[config.mk]
export PLATFORM = sky130hd
export DESIGN_NAME = ambi_mem_arb
export DESIGN_NICKNAME = d
export VERILOG_FILES = /design/src/rtl/ambi_mem_arb_pkg.sv /design/src/rtl/ambi_mem_arb_rr_arb2.sv /design/src/rtl/ambi_mem_arb.sv
export SDC_FILE = /design/constraint.sdc
export NUM_CORES = 1
export LEC_CHECK = 0
export BUFFER_PORTS_ARGS = -buffer_cell sky130_fd_sc_hd__buf_2
export CAP_MARGIN = 20
export CELL_PAD_IN_SITES_DETAIL_PLACEMENT = 0
export CELL_PAD_IN_SITES_GLOBAL_PLACEMENT = 1
export CORE_ASPECT_RATIO = 0.8
export CORE_MARGIN = 1
export CORE_UTILIZATION = 25
export CTS_CLUSTER_DIAMETER = 50
export DETAILED_ROUTE_END_ITERATION = 8
export GPL_ROUTABILITY_DRIVEN = 0
export PLACE_DENSITY = 0.62
export SYNTH_ARGS = -nofsm -noshare
export SYNTH_HDL_FRONTEND = slang
export SYNTH_SLANG_ARGS = --single-unit
[constraint.sdc]
create_clock -name clk -period 1.78 [get_ports clk]
set_input_delay 0.178 -clock clk [delete_from_list [all_inputs] [get_ports clk]]
set_output_delay 0.178 -clock clk [all_outputs]
set_load 0.02 [all_outputs]
[src/rtl/ambi_mem_arb_pkg.sv]
// Shared types and defaults for the ambi RAM arbiter: port identifiers and
// default widths / lock cap.
package ambi_mem_arb_pkg;

  localparam int ADDR_W_DEF   = 8;
  localparam int DATA_W_DEF   = 16;
  localparam int LOCK_MAX_DEF = 64;

  // Bit positions in request/grant vectors
  localparam int IDX_H = 0;
  localparam int IDX_C = 1;

  typedef enum logic {
    PORT_H = 1'b0,
    PORT_C = 1'b1
  } port_e;

endpackage

[src/rtl/ambi_mem_arb_rr_arb2.sv]
// Two-way round-robin arbiter with a host lock override and a starvation cap
// that forces one core grant after LOCK_MAX consecutive locked host grants.
//   state (last_q) | meaning
//   PORT_H         | host granted last, core wins next contended cycle
//   PORT_C         | core granted last, host wins next contended cycle
module ambi_mem_arb_rr_arb2
  import ambi_mem_arb_pkg::*;
#(
  parameter int LOCK_MAX = LOCK_MAX_DEF
) (
  input  logic       clk,
  input  logic       rst_n,
  input  logic [1:0] req,
  input  logic       lock,
  output logic [1:0] gnt
);

  localparam int CNT_W = $clog2(LOCK_MAX + 1);
  localparam logic [CNT_W-1:0] CNT_MAX = CNT_W'(LOCK_MAX);

  port_e            last_q, last_d;
  logic [CNT_W-1:0] cnt_q, cnt_d;
  logic             force_c;
  logic             lock_h;

  always_comb begin
    gnt     = 2'b00;
    force_c = (cnt_q == CNT_MAX) && req[IDX_C];
    lock_h  = lock && req[IDX_H];
    case (req)
      2'b01:   gnt = 2'b01;
      2'b10:   gnt = 2'b10;
      2'b11: begin
        if (force_c)               gnt = 2'b10;
        else if (lock_h)           gnt = 2'b01;
        else if (last_q == PORT_H) gnt = 2'b10;
        else                       gnt = 2'b01;
      end
      default: gnt = 2'b00;
    endcase

    last_d = last_q;
    if (gnt[IDX_H])      last_d = PORT_H;
    else if (gnt[IDX_C]) last_d = PORT_C;

    // Counter saturates at the cap so an absent core does not wrap it
    cnt_d = cnt_q;
    if (!lock || gnt[IDX_C])
      cnt_d = '0;
    else if (gnt[IDX_H] && (cnt_q != CNT_MAX))
      cnt_d = cnt_q + CNT_W'(1);
  end

  always_ff @(posedge clk or negedge rst_n) begin
    if (!rst_n) begin
      last_q <= PORT_H;
      cnt_q  <= '0;
    end else begin
      last_q <= last_d;
      cnt_q  <= cnt_d;
    end
  end

endmodule

[src/rtl/ambi_mem_arb.sv]
// Shares one single-port synchronous RAM between the host loader (H) and the
// ambi core memory side (C); one access per cycle, response one cycle later.
module ambi_mem_arb
  import ambi_mem_arb_pkg::*;
#(
  parameter int ADDR_W   = ADDR_W_DEF,
  parameter int DATA_W   = DATA_W_DEF,
  parameter int LOCK_MAX = LOCK_MAX_DEF
) (
  input  logic              clk,
  input  logic              rst_n,
  input  logic              h_valid,
  output logic              h_ready,
  input  logic              h_we,
  input  logic [ADDR_W-1:0] h_addr,
  input  logic [DATA_W-1:0] h_wdata,
  input  logic              h_lock,
  output logic              h_rvalid,
  output logic [DATA_W-1:0] h_rdata,
  input  logic              c_valid,
  output logic              c_ready,
  input  logic              c_we,
  input  logic [ADDR_W-1:0] c_addr,
  input  logic [DATA_W-1:0] c_wdata,
  output logic              c_rvalid,
  output logic [DATA_W-1:0] c_rdata,
  output logic              mem_en,
  output logic              mem_we,
  output logic [ADDR_W-1:0] mem_addr,
  output logic [DATA_W-1:0] mem_wdata,
  input  logic [DATA_W-1:0] mem_rdata
);

  logic [1:0]        req;
  logic [1:0]        gnt;
  logic [ADDR_W-1:0] mem_addr_q, mem_addr_d;
  logic [DATA_W-1:0] mem_wdata_q, mem_wdata_d;
  logic              rsp_vld_q, rsp_vld_d;
  port_e             rsp_own_q, rsp_own_d;
  logic              rsp_rd_q, rsp_rd_d;
  logic [DATA_W-1:0] h_rdata_q, h_rdata_d;
  logic [DATA_W-1:0] c_rdata_q, c_rdata_d;

  // Requests are masked while in reset so ready and mem_en sit at reset values
  assign req = {c_valid, h_valid} & {2{rst_n}};

  ambi_mem_arb_rr_arb2 #(
    .LOCK_MAX(LOCK_MAX)
  ) u_rr_arb2 (
    .clk  (clk),
    .rst_n(rst_n),
    .req  (req),
    .lock (h_lock),
    .gnt  (gnt)
  );

  always_comb begin
    mem_en      = gnt[IDX_H] | gnt[IDX_C];
    mem_we      = 1'b0;
    mem_addr_d  = mem_addr_q;
    mem_wdata_d = mem_wdata_q;
    if (gnt[IDX_H]) begin
      mem_we      = h_we;
      mem_addr_d  = h_addr;
      mem_wdata_d = h_wdata;
    end else if (gnt[IDX_C]) begin
      mem_we      = c_we;
      mem_addr_d  = c_addr;
      mem_wdata_d = c_wdata;
    end

    rsp_vld_d = mem_en;
    rsp_own_d = gnt[IDX_C] ? PORT_C : PORT_H;
    rsp_rd_d  = mem_en & ~mem_we;

    h_rvalid = rsp_vld_q && (rsp_own_q == PORT_H);
    c_rvalid = rsp_vld_q && (rsp_own_q == PORT_C);

    // RAM data is presented in the rvalid cycle and then held for the owner
    h_rdata_d = h_rdata_q;
    c_rdata_d = c_rdata_q;
    if (h_rvalid && rsp_rd_q) h_rdata_d = mem_rdata;
    if (c_rvalid && rsp_rd_q) c_rdata_d = mem_rdata;
  end

  assign h_ready   = gnt[IDX_H];
  assign c_ready   = gnt[IDX_C];
  assign mem_addr  = mem_addr_d;
  assign mem_wdata = mem_wdata_d;
  assign h_rdata   = h_rdata_d;
  assign c_rdata   = c_rdata_d;

  always_ff @(posedge clk or negedge rst_n) begin
    if (!rst_n) begin
      mem_addr_q  <= '0;
      mem_wdata_q <= '0;
      rsp_vld_q   <= 1'b0;
      rsp_own_q   <= PORT_H;
      rsp_rd_q    <= 1'b0;
      h_rdata_q   <= '0;
      c_rdata_q   <= '0;
    end else begin
      mem_addr_q  <= mem_addr_d;
      mem_wdata_q <= mem_wdata_d;
      rsp_vld_q   <= rsp_vld_d;
      rsp_own_q   <= rsp_own_d;
      rsp_rd_q    <= rsp_rd_d;
      h_rdata_q   <= h_rdata_d;
      c_rdata_q   <= c_rdata_d;
    end
  end

endmodule

==> qor.csv <==
metric;value;unit
setup_ws;-0.475;ns
drt-wirelength-per-cell;17.9;um
die_area;12800;um^2
grt_pass1_wl;16200;um
synth_seq_area_share;54.3;%
finalSetupTns;-11.54;ns
synth_warnings;0;
cts_root_buf;clkbuf_16;
fp-row-count;35;
ys.flop_type;dfrtp_1;
powerDensity;1070;nW/um^2
fin_area;5400;um^2
dr.pass1.iters;4;
area_delta_synth_final;75.1;%
synth_seq_cells;67;
p_leak;2.34;nW
status;finished, violations left;
cts_max_level;3;
cts.sinks;67;
io_pins;133;
nets;523;
crit_fanout;20;
drt-initial-drc-count;96;
start_kind;register;
clk_latency;0.33;ns
timing.final.crit_share;127;%
globalRouteOverflowTotal;0;
hold_slack;0.0446;ns
worst_ir_drop_vdd;638;uV
drt-total-wl;10800;um
die_x;126;um
n_antenna_cell;0;
syn-num-nets;340;
grt_antenna_before_repair;1;
finClkSkew;0.00576;ns
grt_pass1_vias;3003;
max-cap-violations;0;
critPathKind;reg -> out;
final_layout_size_suffix_gt1_share;66.2;%
power;5.78;mW
synth_enable_flop_cells;0;
layout_commonest_cell;buf_2;
fillers;1089;
cts_buffers;9;
clk_pin_slew;0.06;ns
async_flop_share;100;%
min_period;2.26;ns
clk_path_buf_depth;2;
mostFrequentLayoutCells;buf_2 (90), buf_4 (70), dfrtp_1 (67), mux2_2 (24), buf_6 (19);
dp_slack;-0.182;ns
relSlewSlack;67.1;%
die_height;101;um
dp_hpwl;7250;um
synth_cells;267;
hp-class;in -> reg;
synth_cell_types;37;
violations;negative setup slack;
syn_area;3090;um^2
grt.total_usage;16.5;%
worst_pin_slew;0.493;ns
fmax;0.443;GHz
cts_tree;done;
floorplan.initialDensity;26.2;%
hold_viol_final;0;
syn_area_per_cell;11.6;um^2
finalSetupViolCount;43;
ant_nets;0;
coreArea;11800;um^2
drt-vias-per-instance;4.90;
routed-via-count;2956;
grt_max_degree;25;
post_dp_cell_area;4410;um^2
end_kind;output pin;
drc;0;
report.final.slew_viol_count;0;
critPathRequiredTime;1.60;ns
rsz0062_at_grt;true;
cp.arrival;2.08;ns
io_buffers;132;
## report_power, final
part,total (mW),internal [mW],switching (mW),leakage (nW)
Clock,1.92,1.23,0.692,0.149
Sequential,1.91,1.82,0.0896,0.796
Combinational,1.95,0.892,1.05,1.40
Total,5.78,3.94,1.83,2.34
## sequential cells by signal, summed over array words and instances, names as in the netlist
signal,cells
u_rr_arb2.last_q,1
mem_wdata_q,16
h_rdata_q,16
c_rdata_q,16
mem_addr_q,8
rsp_rd_q,1
u_rr_arb2.cnt_q,7
rsp_own_q,1
rsp_vld_q,1
## metrics by stage
| stage | utilization, % | cells |
|---|---|---|
| 3_3_place_gp | 37.4 | 570 |
| 3_5_place_dp | 37.4 | 570 |
| 6_report | 45.9 | 603 |
| 5_1_grt | 45.9 | 603 |
| 4_1_cts | 41.9 | 592 |
| 2_1_floorplan | - | 267 |
## layer usage
layer  up-vias  routed length, um  GRT usage [%]
met3        12                577           5.12
met4         0                 94           3.61
met5         -                  0              0
met1      1449               5110           21.9
li1       1382                  -              -
met2       113               5000           26.5
## cells in the mapped netlist, types with 2 or more instances
| cell type | instances | area share (%) |
|---|---|---|
| a211oi_1 | 25 | 6.1 |
| a31oi_1 | 24 | 4.9 |
| and2_1 | 2 | 0.41 |
| buf_4 | 7 | 1.7 |
| clkbuf_1 | 12 | 1.5 |
| dfrtp_1 | 67 | 54 |
| ha_1 | 2 | 0.81 |
| inv_1 | 3 | 0.36 |
| mux2_2 | 32 | 12 |
| nand2_1 | 4 | 0.49 |
| nand3_1 | 27 | 4.4 |
| nand3b_1 | 2 | 0.49 |
| nor2_1 | 7 | 0.85 |
| o21ai_0 | 24 | 3.9 |
| o21ai_1 | 3 | 0.49 |
| xnor2_1 | 5 | 1.4 |
## cells by family after synthesis
kind of cell	count (synthesis)	share of synthesized area, %
compound gates	87	18.9
xor+xnor	5	1.42
fa+ha+maj	2	0.811
buf+inv	24	3.81
flops	67	54.3
mux	33	12.0
simple gates	49	8.72
## cell type report
type	instances	area, um^2	share of cell area (%)
multi-input cells	176	1770	32.7
flip-flops and latches	67	1680	31.0
repair buffers	192	1440	26.6
clock buffers	10	229	4.24
well taps	148	185	3.43
clock inverters	6	88.8	1.64
inverters	4	20.0	0.371
## worst paths after layout
| check | from | end | slack [ns] | cells after the start |
|---|---|---|---|---|
| setup / recovery | u_rr_arb2.cnt_q[0]$_DFFE_PN0P_ | mem_addr[5] | -0.48 | 8 |
| hold / removal | c_we | rsp_rd_q$_DFF_PN0_ | 0.04 | 2 |
| setup reg to reg | u_rr_arb2.cnt_q[0]$_DFFE_PN0P_ | rsp_rd_q$_DFF_PN0_ | -0.12 | 11 |
| hold reg to reg | c_rdata_q[9]$_DFF_PN0_ | c_rdata_q[9]$_DFF_PN0_ | 0.49 | 1 |
| max in group asynchronous | rst_n | h_rdata_q[13]$_DFF_PN0_ | 1.32 | 3 |
| min in group asynchronous | rst_n | u_rr_arb2.cnt_q[3]$_DFFE_PN0P_ | 0.16 | 3 |
## what timing repair did
action,CTS,global route
pin swaps,7,13
gates cloned,1,2
hold buffers,1,0
setup endpoints to repair,30,78
setup buffers,4,9
endpoints found under the hold margin,67,0
gates resized for setup,64,78
## critical path: stages, from the launching register on
cell	delay, ns
dfrtp_1	0.34
inv_1	0.05
ha_2	0.16
and2b_1	0.18
o2bb2ai_2	0.16
buf_8	0.17
a211oi_1	0.46
a31oi_4	0.07
buf_6	0.15
Power figures use the tool's default switching activity.
